$ cat src/rtl/mac_opfetch.sv
// mac_opfetch: operand-fetch sequencer for MAC.W/MAC.L @Rm+,@Rn+ using two pipelined AHB-Lite single reads.
// Latency: op_vld 4 cycles after start with zero wait states; every hready-low data cycle adds one.
// Backpressure: operand pair and busy held in ISSUE until op_rdy; start is ignored whenever busy.
module mac_opfetch #(
   parameter int unsigned AW      = 32,
   parameter int unsigned TIMEOUT = 16
) (
   input  logic          clk,
   input  logic          rst,
   input  logic          start,
   input  logic          is_long,
   input  logic          sat,
   input  logic [AW-1:0] addr_m,
   input  logic [AW-1:0] addr_n,
   output logic          busy,
   output logic [AW-1:0] haddr,
   output logic [1:0]    htrans,
   output logic [2:0]    hsize,
   input  logic          hready,
   input  logic          hresp,
   input  logic [31:0]   hrdata,
   output logic          op_vld,
   input  logic          op_rdy,
   output logic [31:0]   op_a,
   output logic [31:0]   op_b,
   output logic          op_long,
   output logic          op_sat,
   output logic [AW-1:0] new_rn,
   output logic [AW-1:0] new_rm,
   output logic          wb,
   output logic          err
);

   localparam logic [1:0] HTRANS_IDLE   = 2'b00;
   localparam logic [1:0] HTRANS_NONSEQ = 2'b10;
   localparam int         TW            = (TIMEOUT > 1) ? $clog2(TIMEOUT + 1) : 1;

   typedef enum logic [2:0] {
      S_IDLE,
      S_ADDR_N,
      S_DATA_N,
      S_DATA_M,
      S_ISSUE
   } state_t;

   state_t        state_q, state_d;
   logic [AW-1:0] rn_q, rn_d;
   logic [AW-1:0] rm_q, rm_d;
   logic          long_q, long_d;
   logic          sat_q, sat_d;
   logic          err_q, err_d;
   logic [31:0]   op_a_q, op_a_d;
   logic [31:0]   op_b_q, op_b_d;
   logic [TW-1:0] tcnt_q, tcnt_d;

   logic          misaligned;
   logic          in_bus;
   logic          timeout_hit;
   logic [AW-1:0] inc;

   // Big-endian lane pick: a word at byte offset 0 sits in the upper half of the bus.
   function automatic logic [31:0] lane(input logic [31:0] d, input logic lng, input logic a1);
      logic [15:0] h;
      h = a1 ? d[15:0] : d[31:16];
      return lng ? d : {{16{h[15]}}, h};
   endfunction

   assign misaligned  = is_long ? ((addr_n[1:0] != 2'b00) || (addr_m[1:0] != 2'b00))
                                : (addr_n[0] || addr_m[0]);
   assign in_bus      = (state_q == S_ADDR_N) || (state_q == S_DATA_N) || (state_q == S_DATA_M);
   // Fires on the TIMEOUT-th consecutive stalled cycle, so the abort happens in that same cycle.
   assign timeout_hit = (TIMEOUT != 0) && in_bus && !hready && ((32'(tcnt_q) + 32'd1) == TIMEOUT);

   // Next-state, capture and operand latching for the fetch sequence.
   always_comb begin
      state_d = state_q;
      rn_d    = rn_q;
      rm_d    = rm_q;
      long_d  = long_q;
      sat_d   = sat_q;
      op_a_d  = op_a_q;
      op_b_d  = op_b_q;
      err_d   = 1'b0;
      tcnt_d  = (in_bus && !hready) ? tcnt_q + TW'(1) : '0;

      case (state_q)
         S_IDLE: begin
            if (start) begin
               rn_d   = addr_n;
               rm_d   = addr_m;
               long_d = is_long;
               sat_d  = sat;
               if (misaligned) begin
                  err_d = 1'b1;
               end else begin
                  state_d = S_ADDR_N;
               end
            end
         end
         S_ADDR_N: begin
            if (timeout_hit) begin
               state_d = S_IDLE;
               err_d   = 1'b1;
               tcnt_d  = '0;
            end else if (hready) begin
               state_d = S_DATA_N;
            end
         end
         S_DATA_N: begin
            if (hresp || timeout_hit) begin
               state_d = S_IDLE;
               err_d   = 1'b1;
               tcnt_d  = '0;
            end else if (hready) begin
               op_a_d  = lane(hrdata, long_q, rn_q[1]);
               state_d = S_DATA_M;
            end
         end
         S_DATA_M: begin
            if (hresp || timeout_hit) begin
               state_d = S_IDLE;
               err_d   = 1'b1;
               tcnt_d  = '0;
            end else if (hready) begin
               op_b_d  = lane(hrdata, long_q, rm_q[1]);
               state_d = S_ISSUE;
            end
         end
         S_ISSUE: begin
            if (op_rdy) begin
               state_d = S_IDLE;
            end
         end
         default: begin
            state_d = S_IDLE;
         end
      endcase
   end

   // State and datapath registers; reset drops the bus to IDLE and discards any pending pair.
   always_ff @(posedge clk or negedge rst) begin
      if (!rst) begin
         state_q <= S_IDLE;
         rn_q    <= '0;
         rm_q    <= '0;
         long_q  <= 1'b0;
         sat_q   <= 1'b0;
         err_q   <= 1'b0;
         op_a_q  <= '0;
         op_b_q  <= '0;
         tcnt_q  <= '0;
      end else begin
         state_q <= state_d;
         rn_q    <= rn_d;
         rm_q    <= rm_d;
         long_q  <= long_d;
         sat_q   <= sat_d;
         err_q   <= err_d;
         op_a_q  <= op_a_d;
         op_b_q  <= op_b_d;
         tcnt_q  <= tcnt_d;
      end
   end

   // Bus and handshake outputs decoded from state; an error response withdraws the pipelined Rm address.
   always_comb begin
      busy   = (state_q != S_IDLE);
      htrans = HTRANS_IDLE;
      haddr  = '0;
      if (state_q == S_ADDR_N) begin
         htrans = HTRANS_NONSEQ;
         haddr  = rn_q;
      end else if (state_q == S_DATA_N) begin
         haddr  = rm_q;
         htrans = hresp ? HTRANS_IDLE : HTRANS_NONSEQ;
      end
      hsize   = long_q ? 3'b010 : 3'b001;
      op_vld  = (state_q == S_ISSUE);
      wb      = op_vld && op_rdy;
      err     = err_q;
      op_a    = op_a_q;
      op_b    = op_b_q;
      op_long = long_q;
      op_sat  = sat_q;
      inc     = long_q ? AW'(4) : AW'(2);
      new_rn  = rn_q + inc;
      new_rm  = rm_q + inc;
   end

endmodule
$ cat config.mk
export PLATFORM = sky130hd
export DESIGN_NAME = mac_opfetch
export DESIGN_NICKNAME = d
export VERILOG_FILES = /design/src/rtl/mac_opfetch.sv
export SDC_FILE = /design/constraint.sdc
export NUM_CORES = 1
export LEC_CHECK = 0
export BUFFER_PORTS_ARGS = -buffer_cell sky130_fd_sc_hd__buf_2
export CAP_MARGIN = 20
export CORE_MARGIN = 2
export CORE_UTILIZATION = 50
export DETAILED_ROUTE_END_ITERATION = 8
export PLACE_DENSITY = 0.81
export SKIP_LAST_GASP = 1
export SLEW_MARGIN = 20
export SYNTH_ARGS = -nofsm -noshare
export SYNTH_HDL_FRONTEND = slang
export SYNTH_SLANG_ARGS = --single-unit
$ cat constraint.sdc
create_clock -name clk -period 4.25 [get_ports clk]
set_clock_uncertainty 0.1 [all_clocks]
set_input_delay 0.425 -clock clk [delete_from_list [all_inputs] [get_ports clk]]
set_output_delay 0.425 -clock clk [all_outputs]
set_load 0.02 [all_outputs]
Word-level counts from Yosys, hierarchy flattened
Index checks and enable logic that the tools add are counted.

word-level totals
  flip-flop bits (word level) = 139
  bits of input ports = 104
  logic and storage cells = 74

cells by class
  reductions and logical operators = 18
  eq/ne operators = 11
  mux-type cells = 31
  add/subtract/negate cells = 4
  bitwise logic cells = 1

operator list
  operator                                                         count
  32-bit two-way mux                                               4
  32-bit by 3-bit adder with 32-bit output                         2
  16-bit two-way mux                                               2
  3-bit two-way mux                                                10
  5-bit two-way mux                                                3
  3-bit one-hot mux with 5 select lines                            1
  5-bit one-hot mux with 2 select lines                            1
  2-bit two-way mux                                                4
  5-bit by 1-bit adder with 6-bit output, second input constant    1
  3-bit by 2-bit == test with 1-bit output, second input constant  2
  6-bit by 5-bit == test with 1-bit output, second input constant  1
  3-bit != test, second input constant                             2
  3-bit AND reduction                                              2
  6-bit AND reduction                                              1
  5-bit by 1-bit adder with 5-bit output, second input constant    1
  1-bit logical OR                                                 5
  1-bit two-way mux                                                5
  2-bit != test, second input constant                             2
  2-bit nonzero test                                               2
  3-bit by 1-bit == test with 1-bit output, second input constant  1
  3-bit == test, second input constant                             1
  1-bit logical AND                                                3
  3-bit zero test                                                  1
  3-bit by 2-bit != test with 1-bit output, second input constant  1
  other kinds (7)                                                  7

Longest topological paths before layout
  word-level depth = 8
  gate-level depth with buffers = 10
  depth with buffers taken out = 9

Worst setup path after synthesis
Ideal clock, no wire load.

  path type = register to output
  start point = register long_q, in the netlist op_long
  end point = output new_rn[31]
  cell stages (with the launch flop) = 11
  data arrival time = 3.125 ns
  setup slack = 0.600 ns
  required time = 3.725 ns
  buffers on the path = 1
  cells stage by stage = dfrtp_1 -> clkbuf_1 -> inv_1 -> ha_1 -> inv_1 -> fa_1 -> nand2b_1 -> or4_4 -> nor2_1 -> nand4_1 -> xnor2_1

on the way
  longest elaborated chain between the ends = 2

ends and longest elaborated chain
  element                                   line  text
  from (decl)                               49    logic long_q, long_d;
  from (signal assigned)                    156   long_q <= long_d;
  3-bit two-way mux                         185   inc = long_q ? AW'(4) : AW'(2);
  32-bit by 3-bit adder with 32-bit output  186   new_rn = rn_q + inc;
  to (decl)                                 28    output logic [AW-1:0] new_rn,

Every way passes these cells.

Final worst setup path
Ends and elaborated chain as after synthesis.

==> out/metrics.yaml <==
sta:
  max_slew_margin_pct: 25.76
  finalCritPeriodShare_pct: 90.44
  fin_tns_setup_ns: 0
  worst_pin_slew_ns: 1.112
  fmax_ghz: 0.2602
  fin_crit_ns: 3.844
  rsz0062_at_grt: "false"
  whs_ns: -0.001887
  finalMaxSlewViolations: 0
  setup_ws_ns: 0.4064
  hold_viol_final: 1
  setup_viol: 0
global_routing:
  antenna_found_initial: 0
  grt_util_met3_pct: 8.505
  grt_max_degree: 106
  grt_pass1_wl_um: 33440
  grtUsageTotal_pct: 27.36
  busiest_layer: "met2"
  use_met2_pct: 44.91
  grt_pass1_vias: 6135
  overflow: 0
  grt.met1_usage_pct: 34.33
die:
  pin_count: 275
  core-area_um2: 14040
  start_util_pct: 51.60
  num_rows: 43
  die_x_um: 124.4
  dieHeight_um: 124.4
  die_area_um2: 15470
yosys:
  synth_top_family_by_area: "simple AND/OR/NAND/NOR gates"
  synth_area_leaders: "dfrtp_1 (48%), mux2_2 (9.9%), xnor2_1 (6.0%)"
  synthArstFlopShare_pct: 100.0
  ys.flop_type: "dfrtp_1"
  ys_types: 48
  synth-compound-area-share_pct: 10.17
  synthMuxAreaShare_pct: 14.37
  synth_top_cell_by_area: "dfrtp_1"
  synth.cell_area_um2: 7246
  synth_edf_count: 0
  syn_avg_cell_area_um2: 10.52
  synthAdderAreaFrac_pct: 1.589
  yosys_warnings: 0
  synth_cells: 689
  synth_top_area_share_pct: 48.01
  ys_seq_area_share_pct: 48.01
  synth_xor_xnor_area_share_pct: 7.494
  synthSimpleGateAreaFrac_pct: 14.99
  synth-seq-cells: 139
pwr:
  swShare_pct: 46.22
  power.density_nw_per_um2: 916.8
  cellInternalPower_w: 0.004594
  vdd.ir_drop.worst_uv: 524.4
  power_frac_comb_pct: 51.3
  leakage_nw: 4.450
  p_seq_share_pct: 31.6
  p_clk_share_pct: 17.1
  switchingPower_w: 0.003948
placed_design:
  dpl.hpwl_um: 15680
  portBuffers: 272
  routabilityCongestion: 0.9223
  dp_slack_ns: 0.8587
run_status:
  status: "finished with violations"
  failed_checks: "negative hold slack"
routing:
  drt-pass1-iter-count: 6
  drt-initial-drc-count: 535
  vias: 6382
  wire_per_inst_um: 18.59
  wl_um: 21180
  drc_errors: 0
  viasPerCell: 5.603
  postRouteAntennaNets: 0
critical_path:
  critical_path_class: "flip-flop to output pin"
  crit_arrival_ns: 3.32
  r2r-start: "state_q[2]"
  reg2reg_to: "op_b[22]"
  crit_required_ns: 3.72
  crit_start: "op_long"
  reg2regPathDepth: 5
  r2r_slack_ns: 1.54
  endpoint_kind: "output pin"
  critPathLaunchType: "flip-flop"
  crit_fanout: 7
clock_network:
  cts-root-buf: "clkbuf_16"
  clk_path_buf_depth: 2
  cts-buffers-inserted: 17
  clock_latency_ns: 0.42
  cts_sinks: 139
  h-tree-depth: 4
  cts_tree: "done"
  cts_hold_buffers: 0
  clkTransAtPathRegs_ns: 0.05
  cts_resized: 0
  post-cts-setup-buffers: 0
layout:
  fin_nets: 1059
  drive_gt1_share_pct: 40.77
  num_antenna_cells: 0
  n_fill_cell: 1110
  area_growth_pct: 28.60
min_path:
  hold_path.class: "primary input to async pin"
flow_run:
  drv_cap: 0
## layout make-up
cell class / instances / area [µm²] / share of cell area, %
inverters: 10 / 37.54 / 0.4028
repair buffers: 281 / 1435 / 15.40
flip-flops and latches: 139 / 3478 / 37.33
multi-input cells: 498 / 3557 / 38.18
clock buffers: 18 / 439.2 / 4.713
clock inverters: 13 / 145.1 / 1.558
well taps: 180 / 225.2 / 2.417
## worst max path at each step
stage | to | depth (start not counted)
after floorplan | new_rn[31] | 10
after global placement | new_rn[31] | 10
after detailed placement | new_rn[31] | 10
after CTS | new_rn[31] | 10
after global routing | new_rn[31] | 10
final | new_rn[31] | 10
## cell usage in the layout, fill, tap and decap left out, drive strengths merged, types with 2 or more instances in the layout
cell type / instances
buf: 281
dfrtp: 139
nor2: 67
nand2: 64
mux2: 64
a21oi: 53
xnor2: 50
mux2i: 32
a22o: 32
o21ai: 20
clkbuf: 18
and3: 16
nand4: 16
nand3: 14
xor2: 12
inv: 12
and4: 11
ha: 6
clkinvlp: 6
and2: 6
or3: 4
nor3b: 4
nand2b: 3
a21o: 3
nor3: 3
clkinv: 3
o21a: 2
nand3b: 2
fa: 2
conb: 2
bufinv: 2
## cell families after synthesis
kind of cell,Yosys count
buf+inv,53
compound gates,116
xor+xnor,62
simple gates,214
mux,96
fa+ha+maj,8
flops,139
other cells,1
## per-stage QoR
step	instance area, µm²	total power, W	utilization (%)	cells	hold WS, ns
global route	9318	0.009023	66.35	1139	0.09471
detailed placement	8727	0.007079	62.15	1108	0.3647
CTS	9311	0.008570	66.31	1139	0.06478
floorplan	7249	0.005545	-	690	0.02941
global placement	8727	0.006988	62.15	1108	0.3595
finish	9318	0.008542	66.35	1139	-0.001887
## flip-flops by register name, summed over array words and instances, names as in the netlist
register and cells:
rm_q 32, op_sat 1, op_a 32, state_q 3, op_long 1, err 1
tcnt_q 5, op_b 32, rn_q 32
## metal layers
layer,vias to the layer above,routed length (µm)
li1,2938,-
met1,3066,8573
met2,337,10270
met3,41,1793
met4,0,542
met5,-,0
## power groups by stage
stage | clock network, W | logic (W) | registers (W)
CTS | 0.00148 | 0.00441 | 0.00268
global placement | 0 | 0.00433 | 0.00266
finish | 0.00146 | 0.00438 | 0.00270
global route | 0.00154 | 0.00469 | 0.00279
detailed placement | 0 | 0.00439 | 0.00269
floorplan | 0 | 0.00267 | 0.00288
## cells in the mapped netlist (2+ instances only)
master and count:
a21o_1 3, a21oi_1 53, a22o_1 31, and2_1 5, and3_1 16, and4_1 11, buf_1 2, buf_2 12
buf_4 5, clkbuf_1 22, dfrtp_1 139, fa_1 2, ha_1 6, inv_1 10, mux2_2 64, mux2i_1 32
nand2_1 64, nand2b_1 3, nand3_1 14, nand3b_1 2, nand4_1 15, nor2_1 64, nor2_2 3, nor3_1 3
nor3b_1 2, o21a_1 2, o21ai_0 20, or3_1 4, xnor2_1 50, xor2_1 12
## critical path, stage by stage (launching register included)
cell and delay, ns:
dfrtp_1 0.37, inv_1 0.22, ha_1 0.22, inv_1 0.05
fa_1 0.45, nand2b_1 0.22, or4_4 0.54, nor2_1 0.33
nand4_1 0.17, xnor2_1 0.14, buf_2 0.18
(Power assumes the default switching activity.)
